## config.mk

```make
export PLATFORM = sky130hd
export DESIGN_NAME = tx_symbol_sequencer
export DESIGN_NICKNAME = d
export VERILOG_FILES = /design/src/rtl/tx_symbol_sequencer.sv
export SDC_FILE = /design/constraint.sdc
export NUM_CORES = 1
export LEC_CHECK = 0
export BUFFER_PORTS_ARGS = -buffer_cell sky130_fd_sc_hd__buf_2
export CAP_MARGIN = 15
export CORE_ASPECT_RATIO = 1.4
export CORE_UTILIZATION = 60
export DETAILED_ROUTE_END_ITERATION = 10
export GPL_TIMING_DRIVEN = 1
export PLACE_DENSITY = 0.85
export SYNTH_ARGS = -nofsm -noshare
export SYNTH_HDL_FRONTEND = slang
export SYNTH_SLANG_ARGS = --single-unit
```

## constraint.sdc

```tcl
create_clock -name CLOCK_50 -period 6.9 [get_ports CLOCK_50]
set_input_delay 1.035 -clock CLOCK_50 [delete_from_list [all_inputs] [get_ports CLOCK_50]]
set_output_delay 1.035 -clock CLOCK_50 [all_outputs]
set_load 0.02 [all_outputs]
```

## src/rtl/tx_symbol_sequencer.sv

```systemverilog
// tx_symbol_sequencer: encodes 2-bit symbols to 8-bit pulse codes and serialises them MSB-first.
// Ports: CLOCK_50, reset_n | sym_valid, sym, sym_ready | tx_out, tx_busy, code, sym_done.
module tx_symbol_sequencer #(
    parameter int CLKS_PER_BIT = 50000,
    parameter int GAP_BITS     = 4
) (
    input  logic       CLOCK_50,
    input  logic       reset_n,
    input  logic       sym_valid,
    input  logic [1:0] sym,
    output logic       sym_ready,
    output logic       tx_out,
    output logic       tx_busy,
    output logic [7:0] code,
    output logic       sym_done
);

    localparam int CW = (CLKS_PER_BIT > 1) ? $clog2(CLKS_PER_BIT) : 1;
    localparam int GW = (GAP_BITS > 0) ? $clog2(GAP_BITS + 1) : 1;
    localparam logic [CW-1:0] CYC_LAST = CW'(CLKS_PER_BIT - 1);
    localparam logic [GW-1:0] GAP_LAST = GW'(GAP_BITS - 1);

    typedef enum logic [1:0] {
        IDLE,
        SHIFT,
        GAP
    } state_t;

    state_t        state, state_n;
    logic [7:0]    shreg, shreg_n;
    logic [7:0]    code_n;
    logic [CW-1:0] cyc, cyc_n;
    logic [2:0]    bitc, bitc_n;
    logic [GW-1:0] gapc, gapc_n;
    logic          tx_n, busy_n, done_n;

    function automatic logic [7:0] encode(input logic [1:0] s);
        encode = {1'b1, 1'b0, (s != 2'd0), 1'b0, s[1], 1'b0, (s == 2'd3), 1'b0};
    endfunction

    always_ff @(posedge CLOCK_50 or negedge reset_n) begin
        if (!reset_n) begin
            state    <= IDLE;
            shreg    <= 8'h00;
            code     <= 8'h00;
            cyc      <= '0;
            bitc     <= 3'd0;
            gapc     <= '0;
            tx_out   <= 1'b0;
            tx_busy  <= 1'b0;
            sym_done <= 1'b0;
        end else begin
            state    <= state_n;
            shreg    <= shreg_n;
            code     <= code_n;
            cyc      <= cyc_n;
            bitc     <= bitc_n;
            gapc     <= gapc_n;
            tx_out   <= tx_n;
            tx_busy  <= busy_n;
            sym_done <= done_n;
        end
    end

    always_comb begin
        state_n = state;
        shreg_n = shreg;
        code_n  = code;
        cyc_n   = cyc;
        bitc_n  = bitc;
        gapc_n  = gapc;
        done_n  = 1'b0;
        unique case (state)
            IDLE: begin
                if (sym_valid) begin
                    shreg_n = encode(sym);
                    code_n  = encode(sym);
                    cyc_n   = '0;
                    bitc_n  = 3'd0;
                    gapc_n  = '0;
                    state_n = SHIFT;
                end
            end
            SHIFT: begin
                if (cyc == CYC_LAST) begin
                    cyc_n   = '0;
                    shreg_n = {shreg[6:0], 1'b0};
                    bitc_n  = bitc + 3'd1;
                    if (bitc == 3'd7) begin
                        bitc_n  = 3'd0;
                        state_n = GAP;
                    end
                end else begin
                    cyc_n = cyc + CW'(1);
                end
            end
            GAP: begin
                if (cyc == CYC_LAST) begin
                    cyc_n = '0;
                    if (gapc == GAP_LAST) begin
                        gapc_n  = '0;
                        done_n  = 1'b1;
                        state_n = IDLE;
                    end else begin
                        gapc_n = gapc + GW'(1);
                    end
                end else begin
                    cyc_n = cyc + CW'(1);
                end
            end
            default: state_n = IDLE;
        endcase
        // Outputs are registered from the next state so the line
        // carries bit 7 in the first cycle after the accept edge.
        tx_n   = (state_n == SHIFT) & shreg_n[7];
        busy_n = (state_n != IDLE);
    end

    assign sym_ready = (state == IDLE);

endmodule

```

# Word-level counts from Yosys, hierarchy flattened
# Cells that the tools add are included.
word_totals:
  reg_bits: 39
  in_bits: 5
  out_inout_bits: 12
  wordCells: 57
classes:
  n_reduce_logical: 11
  n_mux: 22
  eq_ne: 10
  n_bitwise: 1
  addsub: 3
ops:
  columns: ["operator", "n"]
  rows:
  - ["2-to-1 mux 16 bit", 2]
  - ["one-hot mux 16 bit (2 select lines)", 1]
  - ["adder 16 x 1 -> 16 bit (second input constant)", 1]
  - ["== test 16 bit (second input constant)", 1]
  - ["2-to-1 mux 8 bit", 2]
  - ["one-hot mux 8 bit (2 select lines)", 1]
  - ["2-to-1 mux 3 bit", 5]
  - ["one-hot mux 3 bit (2 select lines)", 2]
  - ["2-to-1 mux 2 bit", 5]
  - ["nonzero test 2 bit", 5]
  - ["adder 3 x 1 -> 3 bit (second input constant)", 2]
  - ["!= test 2 bit (second input constant)", 3]
  - ["one-hot mux 2 bit (3 select lines)", 1]
  - ["AND reduction 3 bit", 2]
  - ["== test 2 x 1 -> 1 bit (second input constant)", 2]
  - ["== test 2 bit (second input constant)", 2]
  - ["AND reduction 2 bit", 2]
  - ["== test 3 x 2 -> 1 bit (second input constant)", 1]
  - ["== test 3 bit (second input constant)", 1]
  - ["2-to-1 mux 1 bit", 3]
  - ["logical NOT 2 bit", 1]
  - ["OR reduction 2 bit", 1]
  - ["AND 1 bit", 1]

# Depth between registers and ports, before layout
# Gate-level depths: netlist of the first run.
logic_depth:
  word_depth: 6
  mapped_depth: 10
  ltp_nobuf: 7

# Least setup slack after synthesis of the first run
# OpenSTA, ideal clock, no wires.
synth_timing:
  kind: "input to register"
  from: "input sym_valid"
  to: "register cyc[12]"
  setup_time_ns: 0.121
  stages: 6
  path_buffers: 1
  setup_slack_ns: 4.494
  t_required_ns: 6.779
  arrival_ns: 2.285
  path_cell_list: "nor2b_1 clkbuf_1 or4b_2 nor3_1 xnor2_1 nor2_1"
synth_via:
  elab_chain_cells: 2
synth_lines:
  columns: ["element", "line", "text"]
  rows:
  - ["start: declaration", "9", "input logic sym_valid,"]
  - ["!= test 2 bit (no line)", null, null]
  - ["AND reduction 2 bit (no line)", null, null]
  - ["end signal: assignment", "56", "cyc <= cyc_n;"]
  - ["end: declaration", "32", "logic [CW-1:0] cyc, cyc_n;"]
# Every way passes these cells.
# A chain may end at the register's enable or synchronous reset.

# Final worst setup path of the first run
layout_timing:
  from: "register cyc[7]"
  to: "register cyc[7]"
layout_via:
  elab_chain_cells: 3
  word_cells_on_any_way: 4
  cone_classes: "add/sub: 1; eq/ne: 1; mux: 2"
layout_lines:
  columns: ["element", "line", "text"]
  rows:
  - ["adder 16 x 1 -> 16 bit or == test 16 bit (tied branches)", null, null]
  - ["2-to-1 mux 16 bit *", "85, 98", null]
  - ["one-hot mux 16 bit (2 select lines) *", "73", "unique case (state)"]
# Every way passes the cells marked *; elsewhere a longest branch is shown, timed or not.

==> impl_metrics.tcl, run 1 <==
set metrics [dict create \
    status "complete, no violations" \
    reg2reg_depth 4 \
    drv_slew 0 \
    grt_max_degree 39 \
    critPathSlowestCell "a21oi_1" \
    synthFlopType "dfrtp_1" \
    cts-resized-gates 0 \
    cts_buffers 5 \
    critPathRequiredTime_ps 7030 \
    clock_latency_ps 290 \
    finalWorstSetupSlack_ps 4260 \
    crit_path_max_fanout 13 \
    clock_skew_ps 7.43 \
    fin_crit_sh 0.383 \
    rows 24 \
    io_buffers 12 \
    nets 228 \
    dr_total_vias 1483 \
    critPathMaxStageDelay_ps 790 \
    highest_layer "met4" \
    r2r_setup_slack_ps 4260 \
    reg2reg_to "cyc[7]$_DFFE_PN0P_" \
    design_area_mm2 0.00213 \
    synth-seq-area-share 0.478 \
    synth-async-reset-ratio 1.00 \
    wl_met1_mm 1.48 \
    worstHoldEndpoint "code[7]$_DFFE_PN0P_" \
    whs_path_depth 1 \
    tritoncts "done" \
    tightestPinTransition_ps 953 \
    wl_per_cell_um 14.2 \
    drt_first_iter_violations 35 \
    gp_congestion 0.866 \
    maxCapViolCount 0 \
    via_per_inst 5.84 \
    start_util 0.637 \
    ios 17 \
    timing.hold.ws_ps 467 \
    finalPower_mw 0.628 \
    gr-usage-all-layers 0.229 \
    ir_worst_vdd_v 0.000217 \
    met3_length_um 127 \
    pre_cts_slack_ps 4180 \
    worstSetupPathType "flop to flop" \
    final_antenna_net_count 0 \
    netlist_area_mm2 0.00199 \
    grt_pass1_wl_mm 6.00 \
    cp-end-kind "flop" \
    yosysWarnings 0 \
    powerDensity_mw_per_mm2 295 \
    ys_ff_latch 38 \
    start_kind "flop" \
    min_from "code[7]$_DFFE_PN0P_" \
    die_w_um 50.7 \
    crit_arrival_ps 2770 \
    layout_min_cycle_time_ps 2640 \
    htree_levels 2 \
    wirelength_mm 3.60 \
    post-route-util 0.681 \
    drt_pass1_iterations 4 \
    synth_edf_count 0 \
    cts.path.max_buffers 2 \
    die_area_mm2 0.00355 \
    rsz0062_at_grt "false" \
    overflow 0 \
    p_leak_nw 1.01 \
    synth_area_per_cell_um2 9.79 \
    cts.hold.buffers_added 0 \
    cts.sinks 38 \
    cts_root_buf "clkbuf_8" \
    holdCritPathClass "flop to flop" \
    hold_viol 0 \
    postCtsSetupBuffers 0 \
    antenna_found_initial 0 \
    r2r-start "cyc[7]$_DFFE_PN0P_" \
    crit_chain "or4b_4 -> or4_4 -> a21oi_1 -> nor2_1" \
    drive_above_1_share 0.130 \
    hpwlAfterDp_mm 2.62 \
    drc 0 \
    clk_pin_slew_ps 70 \
    finalNonFillerCells 254 \
    syn_to_final_growth_pct 6.92 \
    wl_met2_mm 1.91 \
    fillCellCount 251 \
    core_mm2 0.00312 \
    dp_cells 247 \
    die_h_um 70.1 \
    maxSlewHeadroom 0.359 \
    synthCells 203 \
    synth_cell_types 44 \
    setup_viol 0 \
    grt_pass1_vias 1367 \
    final.setup.tns_ps 0 \
    clock.fmax_mhz 379 \
    dpl-instance-area_mm2 0.00205 \
    antenna_cells 0 \
]
## Yosys cell counts, types with 2 or more instances
cell / n / area (µm²)
nor2b_1: 3 / 18.8
a221o_1: 2 / 20.0
a21oi_1: 7 / 35.0
nand4bb_1: 2 / 22.5
o21ai_1: 8 / 40.0
a21o_1: 4 / 30.0
inv_1: 3 / 11.3
buf_4: 4 / 30.0
o21ai_0: 3 / 15.0
clkbuf_1: 4 / 15.0
and3_1: 7 / 43.8
xnor2_1: 5 / 43.8
ha_1: 8 / 100
nor3_1: 4 / 20.0
nand2_1: 30 / 113
nand2b_1: 5 / 31.3
nor2_1: 20 / 75.1
nand3_1: 11 / 55.1
xor2_1: 7 / 61.3
nand4_1: 4 / 25.0
dfrtp_1: 38 / 951
nor4_1: 2 / 12.5
## power by group
group / internal, mW / leakage [nW] / switching, mW
clock: 0.0676 / 0.0438 / 0.0707
sequential: 0.262 / 0.504 / 0.0248
combinational: 0.0729 / 0.463 / 0.131
## cells in the final DEF, fill, tap and decap left out, types with 3 or more instances in the layout
cell      instances
nand4_1           4
clkbuf_8          5
buf_2            12
xnor2_1           5
nand2b_1          5
nor3_1            4
nand2_1          30
o21ai_1           8
nand3_1          11
and3_1            7
conb_1            4
a21o_1            4
o21ai_0           3
inv_1             3
ha_1              8
dfrtp_1          38
xor2_1            7
nor2_1           20
a21oi_1           7
nor2b_1           3
## layer usage
metal,track usage,up-vias
li1,-,719
met1,0.254,721
met2,0.397,34
met3,0.0654,9
met4,0.102,0
met5,0,-
## critical path, delay by kind of cell, from the launching register on
family / cells / cell delay (ps)
simple gates: 3 / 1270
compound gates: 1 / 790
flops: 1 / 420
## worst max path at each step
stage                             from                   to  slack, ps  cells after the start
floorplan                    sym_valid  cyc[12]$_DFFE_PN0P_       4490                      6
global placement             sym_valid  cyc[15]$_DFFE_PN0P_       4240                      5
detailed placement           sym_valid   cyc[7]$_DFFE_PN0P_       4180                      5
CTS                 cyc[7]$_DFFE_PN0P_   cyc[7]$_DFFE_PN0P_       4260                      4
global route        cyc[7]$_DFFE_PN0P_   cyc[7]$_DFFE_PN0P_       4110                      4
finish              cyc[7]$_DFFE_PN0P_   cyc[7]$_DFFE_PN0P_       4260                      4
## layout make-up
cell class,instances,area [µm²],area share
Multi-Input combinational cell,155,976,0.459
Tap cell,39,48.8,0.0230
Sequential cell,38,951,0.447
Clock inverter,2,10.0,0.00471
Clock buffer,5,68.8,0.0324
Inverter,3,11.3,0.00530
Timing Repair Buffer,12,60.1,0.0283
## registers in the layout, summed over array words and instances, names as in the netlist
name / cells
bitc: 3
code: 4
cyc: 16
gapc: 3
shreg: 7
state: 2
sym_done: 1
tx_busy: 1
tx_out: 1
## kinds of logic after synthesis
| family | count (synthesis) | share of synthesized area |
|---|---|---|
| fa+ha+maj | 8 | 0.0503 |
| other cells | 1 | 0.00189 |
| buf+inv | 13 | 0.0365 |
| simple gates | 98 | 0.266 |
| xor+xnor | 12 | 0.0529 |
| compound gates | 31 | 0.104 |
| mux | 2 | 0.0107 |
| flops | 38 | 0.478 |
(Power assumes the default switching activity.)
==> run 2: changes to the inputs <==
--- a/config.mk
+++ b/config.mk
@@ -8,10 +8,10 @@
 export BUFFER_PORTS_ARGS = -buffer_cell sky130_fd_sc_hd__buf_2
 export CAP_MARGIN = 15
 export CORE_ASPECT_RATIO = 1.4
-export CORE_UTILIZATION = 60
+export CORE_UTILIZATION = 53
 export DETAILED_ROUTE_END_ITERATION = 10
 export GPL_TIMING_DRIVEN = 1
-export PLACE_DENSITY = 0.85
+export PLACE_DENSITY = 0.8
 export SYNTH_ARGS = -nofsm -noshare
 export SYNTH_HDL_FRONTEND = slang
 export SYNTH_SLANG_ARGS = --single-unit
==> constraint.sdc (replaced) <==
create_clock -name CLOCK_50 -period 2.3 [get_ports CLOCK_50]
set_input_delay 0.345 -clock CLOCK_50 [delete_from_list [all_inputs] [get_ports CLOCK_50]]
set_output_delay 0.345 -clock CLOCK_50 [all_outputs]
set_load 0.02 [all_outputs]
==> run 2 against run 1 <==
Cell count grew 7.9%. Flip-flop and latch count is the same. Largest cell class unchanged. Clock skew about the same. Highest routed layer unchanged. Largest power group unchanged. Global-route usage down 0.83 points. Maximum frequency grew 19%. Critical path depth rose by 2. Utilization fell by 4.2 points. Non-clock buffer count up 16.
==> impl_metrics.tcl, run 2 (synthesis results as in run 1) <==
set metrics [dict create \
    clock.fmax_mhz 451 \
    gp_congestion 0.903 \
    holdCritPathClass "input pin to asynchronous set/reset pin" \
    cts_root_buf "clkbuf_8" \
    design_area_mm2 0.00231 \
    r2r_setup_slack_ps 80 \
    nets 244 \
    ir_worst_vdd_v 0.000489 \
    via_per_inst 5.55 \
    tightestPinTransition_ps 819 \
    io_buffers 12 \
    finalPower_mw 2.08 \
    reg2reg_to "shreg[4]$_DFFE_PN0P_" \
    grt_pass1_wl_mm 6.24 \
    overflow 0 \
    reg2reg_depth 6 \
    dpl-instance-area_mm2 0.00218 \
    wl_per_cell_um 13.6 \
    core_mm2 0.00361 \
    tritoncts "done" \
    rows 26 \
    die_w_um 53.8 \
    crit_start "cyc[7]$_DFFE_PN0P_" \
    top_register "cyc" \
    antenna_cells 0 \
    start_util 0.551 \
    status "complete, no violations" \
    htree_levels 2 \
    drv_slew 0 \
    ios 17 \
    crit_path_max_fanout 12 \
    hpwlAfterDp_mm 2.74 \
    top_regs "cyc x16, shreg x7, code x4" \
    final_common_cell "dfrtp_1" \
    mostFrequentLayoutCells "38 x dfrtp_1, 30 x nand2_1, 20 x nor2_1" \
    crit_chain "or4b_4 -> or4_4 -> a211o_4 -> buf_4 -> nand2_1 -> o21ai_1" \
    grt_pass1_vias 1410 \
    powerDensity_mw_per_mm2 903 \
    clock_skew_ps 7.07 \
    start_kind "flop" \
    grt.busiest_layer "met2" \
    wirelength_mm 3.74 \
    critPathSlowestCell "or4b_4" \
    cts.hold.buffers_added 0 \
    maxCapViolCount 0 \
    grt_max_degree 39 \
    drive_above_1_share 0.211 \
    antenna_found_initial 0 \
    gr-usage-met2 0.396 \
    timing.hold.ws_ps 133 \
    path_buf_inv 1 \
    layout_min_cycle_time_ps 2220 \
    die_area_mm2 0.00400 \
    worstSetupPathType "flop to flop" \
    crit_arrival_ps 2410 \
    drt_pass1_iterations 4 \
    syn_to_final_growth_pct 16.0 \
    gr-usage-all-layers 0.221 \
    dp_cells 265 \
    critPathMaxStageDelay_ps 550 \
    largest_reg_flops 16 \
    cts.path.max_buffers 2 \
    clock_latency_ps 300 \
    drt_first_iter_violations 45 \
    critPathTopFamily "simple AND/OR/NAND/NOR gates" \
    cp-end-kind "flop" \
    fin_crit_sh 0.964 \
    grt_use_met3 0.0552 \
    cts_buffers 5 \
    final_antenna_net_count 0 \
    maxSlewHeadroom 0.454 \
    die_h_um 74.5 \
    critPathRequiredTime_ps 2490 \
    finalNonFillerCells 274 \
    clk_pin_slew_ps 80 \
    p_leak_nw 1.10 \
    r2r-start "cyc[7]$_DFFE_PN0P_" \
    grtUsageMet1 0.236 \
    setup_viol 0 \
    drc 0 \
    cts.sinks 38 \
    hold_viol 0 \
    dr_total_vias 1521 \
]
## run 2: area by class of cell
cell class | count | area (µm²)
fill | 297 | 1300
inverter | 3 | 11.3
multi-input combinational | 155 | 998
clock inverter | 3 | 45.0
tap | 42 | 52.6
sequential | 38 | 951
clock buffer | 5 | 68.8
timing repair buffer | 28 | 180
## run 2: metal layers
| layer | up-vias | wire, µm |
|---|---|---|
| met5 | - | 0 |
| met1 | 727 | 1510 |
| li1 | 755 | - |
| met4 | 0 | 97 |
| met3 | 10 | 115 |
| met2 | 29 | 2010 |
## run 2: stage by stage
| step | setup slack, ps | setup TNS, ps | utilization |
|---|---|---|---|
| 2_1_floorplan | 20.6 | 0 | - |
| 3_3_place_gp | 114 | 0 | 0.604 |
| 3_5_place_dp | 29.1 | 0 | 0.604 |
| 4_1_cts | 13.1 | 0 | 0.635 |
| 5_1_grt | -7.73 | -7.73 | 0.639 |
| 6_report | 83.4 | 0 | 0.639 |
## run 2: repair_timing
action	in CTS	in global routing
setup endpoints to repair	0	9
gates resized for setup	0	1
buffers inserted	0	1
## run 2: worst max-delay path by stage
stage / to / slack [ps] / depth (start not counted)
2_1_floorplan: cyc[15]$_DFFE_PN0P_ / 20 / 9
3_3_place_gp: shreg[6]$_DFFE_PN0P_ / 110 / 6
3_5_place_dp: cyc[15]$_DFFE_PN0P_ / 30 / 7
4_1_cts: cyc[15]$_DFFE_PN0P_ / 10 / 7
5_1_grt: shreg[4]$_DFFE_PN0P_ / -8 / 6
6_report: shreg[4]$_DFFE_PN0P_ / 80 / 6
## run 2: worst reg2reg max path, stage by stage (launching register included)
cell and delay (ps):
dfrtp_1 380, or4b_4 550, or4_4 500, a211o_4 370, buf_4 180, nand2_1 70
o21ai_1 60
## run 2: where the power goes
group | leakage, nW | internal (mW) | switching (mW)
Combinational | 0.541 | 0.263 | 0.392
Clock | 0.0504 | 0.322 | 0.247
Sequential | 0.504 | 0.784 | 0.0743
==> run 3: changes to the inputs <==
--- a/config.mk
+++ b/config.mk
@@ -5,13 +5,14 @@
 export SDC_FILE = /design/constraint.sdc
 export NUM_CORES = 1
 export LEC_CHECK = 0
+export ABC_AREA = 1
 export BUFFER_PORTS_ARGS = -buffer_cell sky130_fd_sc_hd__buf_2
 export CAP_MARGIN = 15
 export CORE_ASPECT_RATIO = 1.4
-export CORE_UTILIZATION = 53
+export CORE_UTILIZATION = 46
 export DETAILED_ROUTE_END_ITERATION = 10
 export GPL_TIMING_DRIVEN = 1
-export PLACE_DENSITY = 0.8
+export PLACE_DENSITY = 0.71
 export SYNTH_ARGS = -nofsm -noshare
 export SYNTH_HDL_FRONTEND = slang
 export SYNTH_SLANG_ARGS = --single-unit
==> run 3 against run 2 <==
Clock power hardly changed. Synthesized area is 4.2% higher. Critical path depth is 5 higher.
==> impl_metrics.tcl, run 3 <==
set metrics [dict create \
    finalNonFillerCells 326 \
    finalWorstSetupSlack_ps 536 \
    die_area_mm2 0.00478 \
    start_util 0.484 \
    start_kind "flop" \
    crit_path_max_fanout 9 \
    final_antenna_net_count 0 \
    cp-end-kind "flop" \
    rows 28 \
    finalPower_mw 1.64 \
    synth_commonest_cells "58 x nand2_1, 38 x dfrtp_1, 25 x inv_1, 23 x nor2_1, 14 x a21oi_1" \
    layout_min_cycle_time_ps 1760 \
    synth-async-reset-ratio 1.00 \
    design_area_mm2 0.00229 \
    pre_cts_slack_ps 547 \
    multi_input_area_um2 973 \
    worstSetupPathType "flop to flop" \
    gp_congestion 0.862 \
    cts.hold.buffers_added 0 \
    crit_arrival_ps 1950 \
    drv_slew 0 \
    final_common_cell "nand2_1" \
    tightestPinTransition_ps 837 \
    setup_viol 0 \
    rsz0062_at_grt "false" \
    post-route-util 0.536 \
    wirelength_mm 3.82 \
    seq_area_um2 951 \
    gr-usage-all-layers 0.184 \
    die_w_um 58.7 \
    timing.hold.ws_ps 155 \
    via_per_inst 4.86 \
    netlist_area_mm2 0.00207 \
    maxSlewHeadroom 0.442 \
    synth-seq-area-share 0.459 \
    grt.busiest_layer "met2" \
    synth_area_per_cell_um2 8.35 \
    gr-usage-met2 0.325 \
    p_leak_nw 1.19 \
    ys_ff_latch 38 \
    clock_skew_ps 2.49 \
    synth_edf_count 0 \
    dr_total_vias 1583 \
    grt_pass1_vias 1551 \
    final.setup.tns_ps 0 \
    drt_first_iter_violations 57 \
    dpl-instance-area_mm2 0.00218 \
    synth_top_area_frac 0.459 \
    hold_viol 0 \
    top_register "cyc" \
    cts.path.max_buffers 2 \
    clock_latency_ps 290 \
    yosysTopAreaCell "dfrtp_1" \
    ios 17 \
    synthCells 248 \
    r2r_setup_slack_ps 540 \
    syn_to_final_growth_pct 10.7 \
    maxCapViolCount 0 \
    grt_pass1_wl_mm 6.56 \
    core_mm2 0.00427 \
    cts_root_buf "clkbuf_8" \
    fin_crit_sh 0.767 \
    critPathRequiredTime_ps 2480 \
    largest_reg_flops 16 \
    io_buffers 12 \
    htree_levels 2 \
    cts.sinks 38 \
    powerDensity_mw_per_mm2 715 \
    nets 278 \
    dp_cells 318 \
    clk_pin_slew_ps 80 \
    synth.most_common_cell "nand2_1" \
    grt_use_met3 0.0414 \
    antenna_found_initial 0 \
    grtUsageMet1 0.206 \
    cts-resized-gates 0 \
    cts_buffers 5 \
    synthFlopType "dfrtp_1" \
    holdCritPathClass "input pin to asynchronous set/reset pin" \
    status "complete, no violations" \
    clock.fmax_mhz 567 \
    top_regs "cyc x16, shreg x7, code x4" \
    grt_max_degree 39 \
    postCtsSetupBuffers 0 \
    ir_worst_vdd_v 0.000382 \
    fillCellCount 417 \
    tritoncts "done" \
    drt_pass1_iterations 4 \
    die_h_um 81.4 \
    antenna_cells 0 \
    synth_cell_types 33 \
    drive_above_1_share 0.188 \
    synth_top_cells_by_area "dfrtp_1 46%, nand2_1 11%, ha_1 4.8%" \
    wl_per_cell_um 11.7 \
    mostFrequentLayoutCells "58 x nand2_1, 38 x dfrtp_1, 25 x inv_1" \
    yosysWarnings 0 \
    hpwlAfterDp_mm 2.89 \
    drc 0 \
    overflow 0 \
]
## run 3: cell types whose count changed after synthesis, moves of 4 or more
| cell | delta |
|---|---|
| nand2_1 | +28 |
| inv_1 | +22 |
| a21oi_1 | +7 |
| and3_1 | -6 |
| nor2_2 | +6 |
| o21ai_0 | +6 |
| o21ai_2 | +6 |
| xor2_1 | -6 |
| nand2b_1 | -5 |
| xnor2_1 | -5 |
| a21o_1 | -4 |
| clkbuf_1 | -4 |
| nand2_4 | +4 |
## run 3: final timing paths
kind,start,endpoint,depth (start not counted)
min in group CLOCK_50,sym[1],code[3]$_DFFE_PN0P_,3
max in group asynchronous,reset_n,shreg[7]$_DFF_PN0_,1
min reg2reg,code[7]$_DFFE_PN0P_,code[7]$_DFFE_PN0P_,1
max,state[0]$_DFF_PN0_,cyc[14]$_DFFE_PN0P_,11
min,reset_n,cyc[13]$_DFFE_PN0P_,1
max reg2reg,state[0]$_DFF_PN0_,cyc[14]$_DFFE_PN0P_,11
## run 3: kinds of logic after synthesis
family,share of synthesized area
flops,0.459
simple gates,0.292
compound gates,0.118
fa+ha+maj,0.0483
other cells,0.00181
buf+inv,0.0761
xor+xnor,0.00423
## run 3: layout make-up
cell class              instances  share of cell area
flip-flops and latches         38               0.415
inverters                      29              0.0486
repair buffers                 13              0.0295
clock buffers                   5              0.0300
clock inverters                 3              0.0197
well taps                      60              0.0328
multi-input cells             178               0.425
## run 3: critical path, stage by stage (launching register included)
cell     delay, ps
dfrtp_1        380
inv_1           80
ha_1           240
inv_2          110
nor2_4          60
nor2_8         170
inv_4           80
nor2_2         130
nand2_1        100
inv_1           90
nand2_1         50
and3_1         170
## run 3: where the power goes
group	leakage, nW	internal [mW]	switching (mW)
sequential	0.479	0.743	0.0803
clock	0.0504	0.323	0.246
combinational	0.664	0.0921	0.156
total	1.19	1.16	0.483
## run 3: layer usage
layer	wire, µm	vias up	part of all wire
met3	73	4	0.019
met4	40	0	0.010
met5	0	-	0
li1	-	824	-
met1	1640	740	0.43
met2	2060	15	0.54
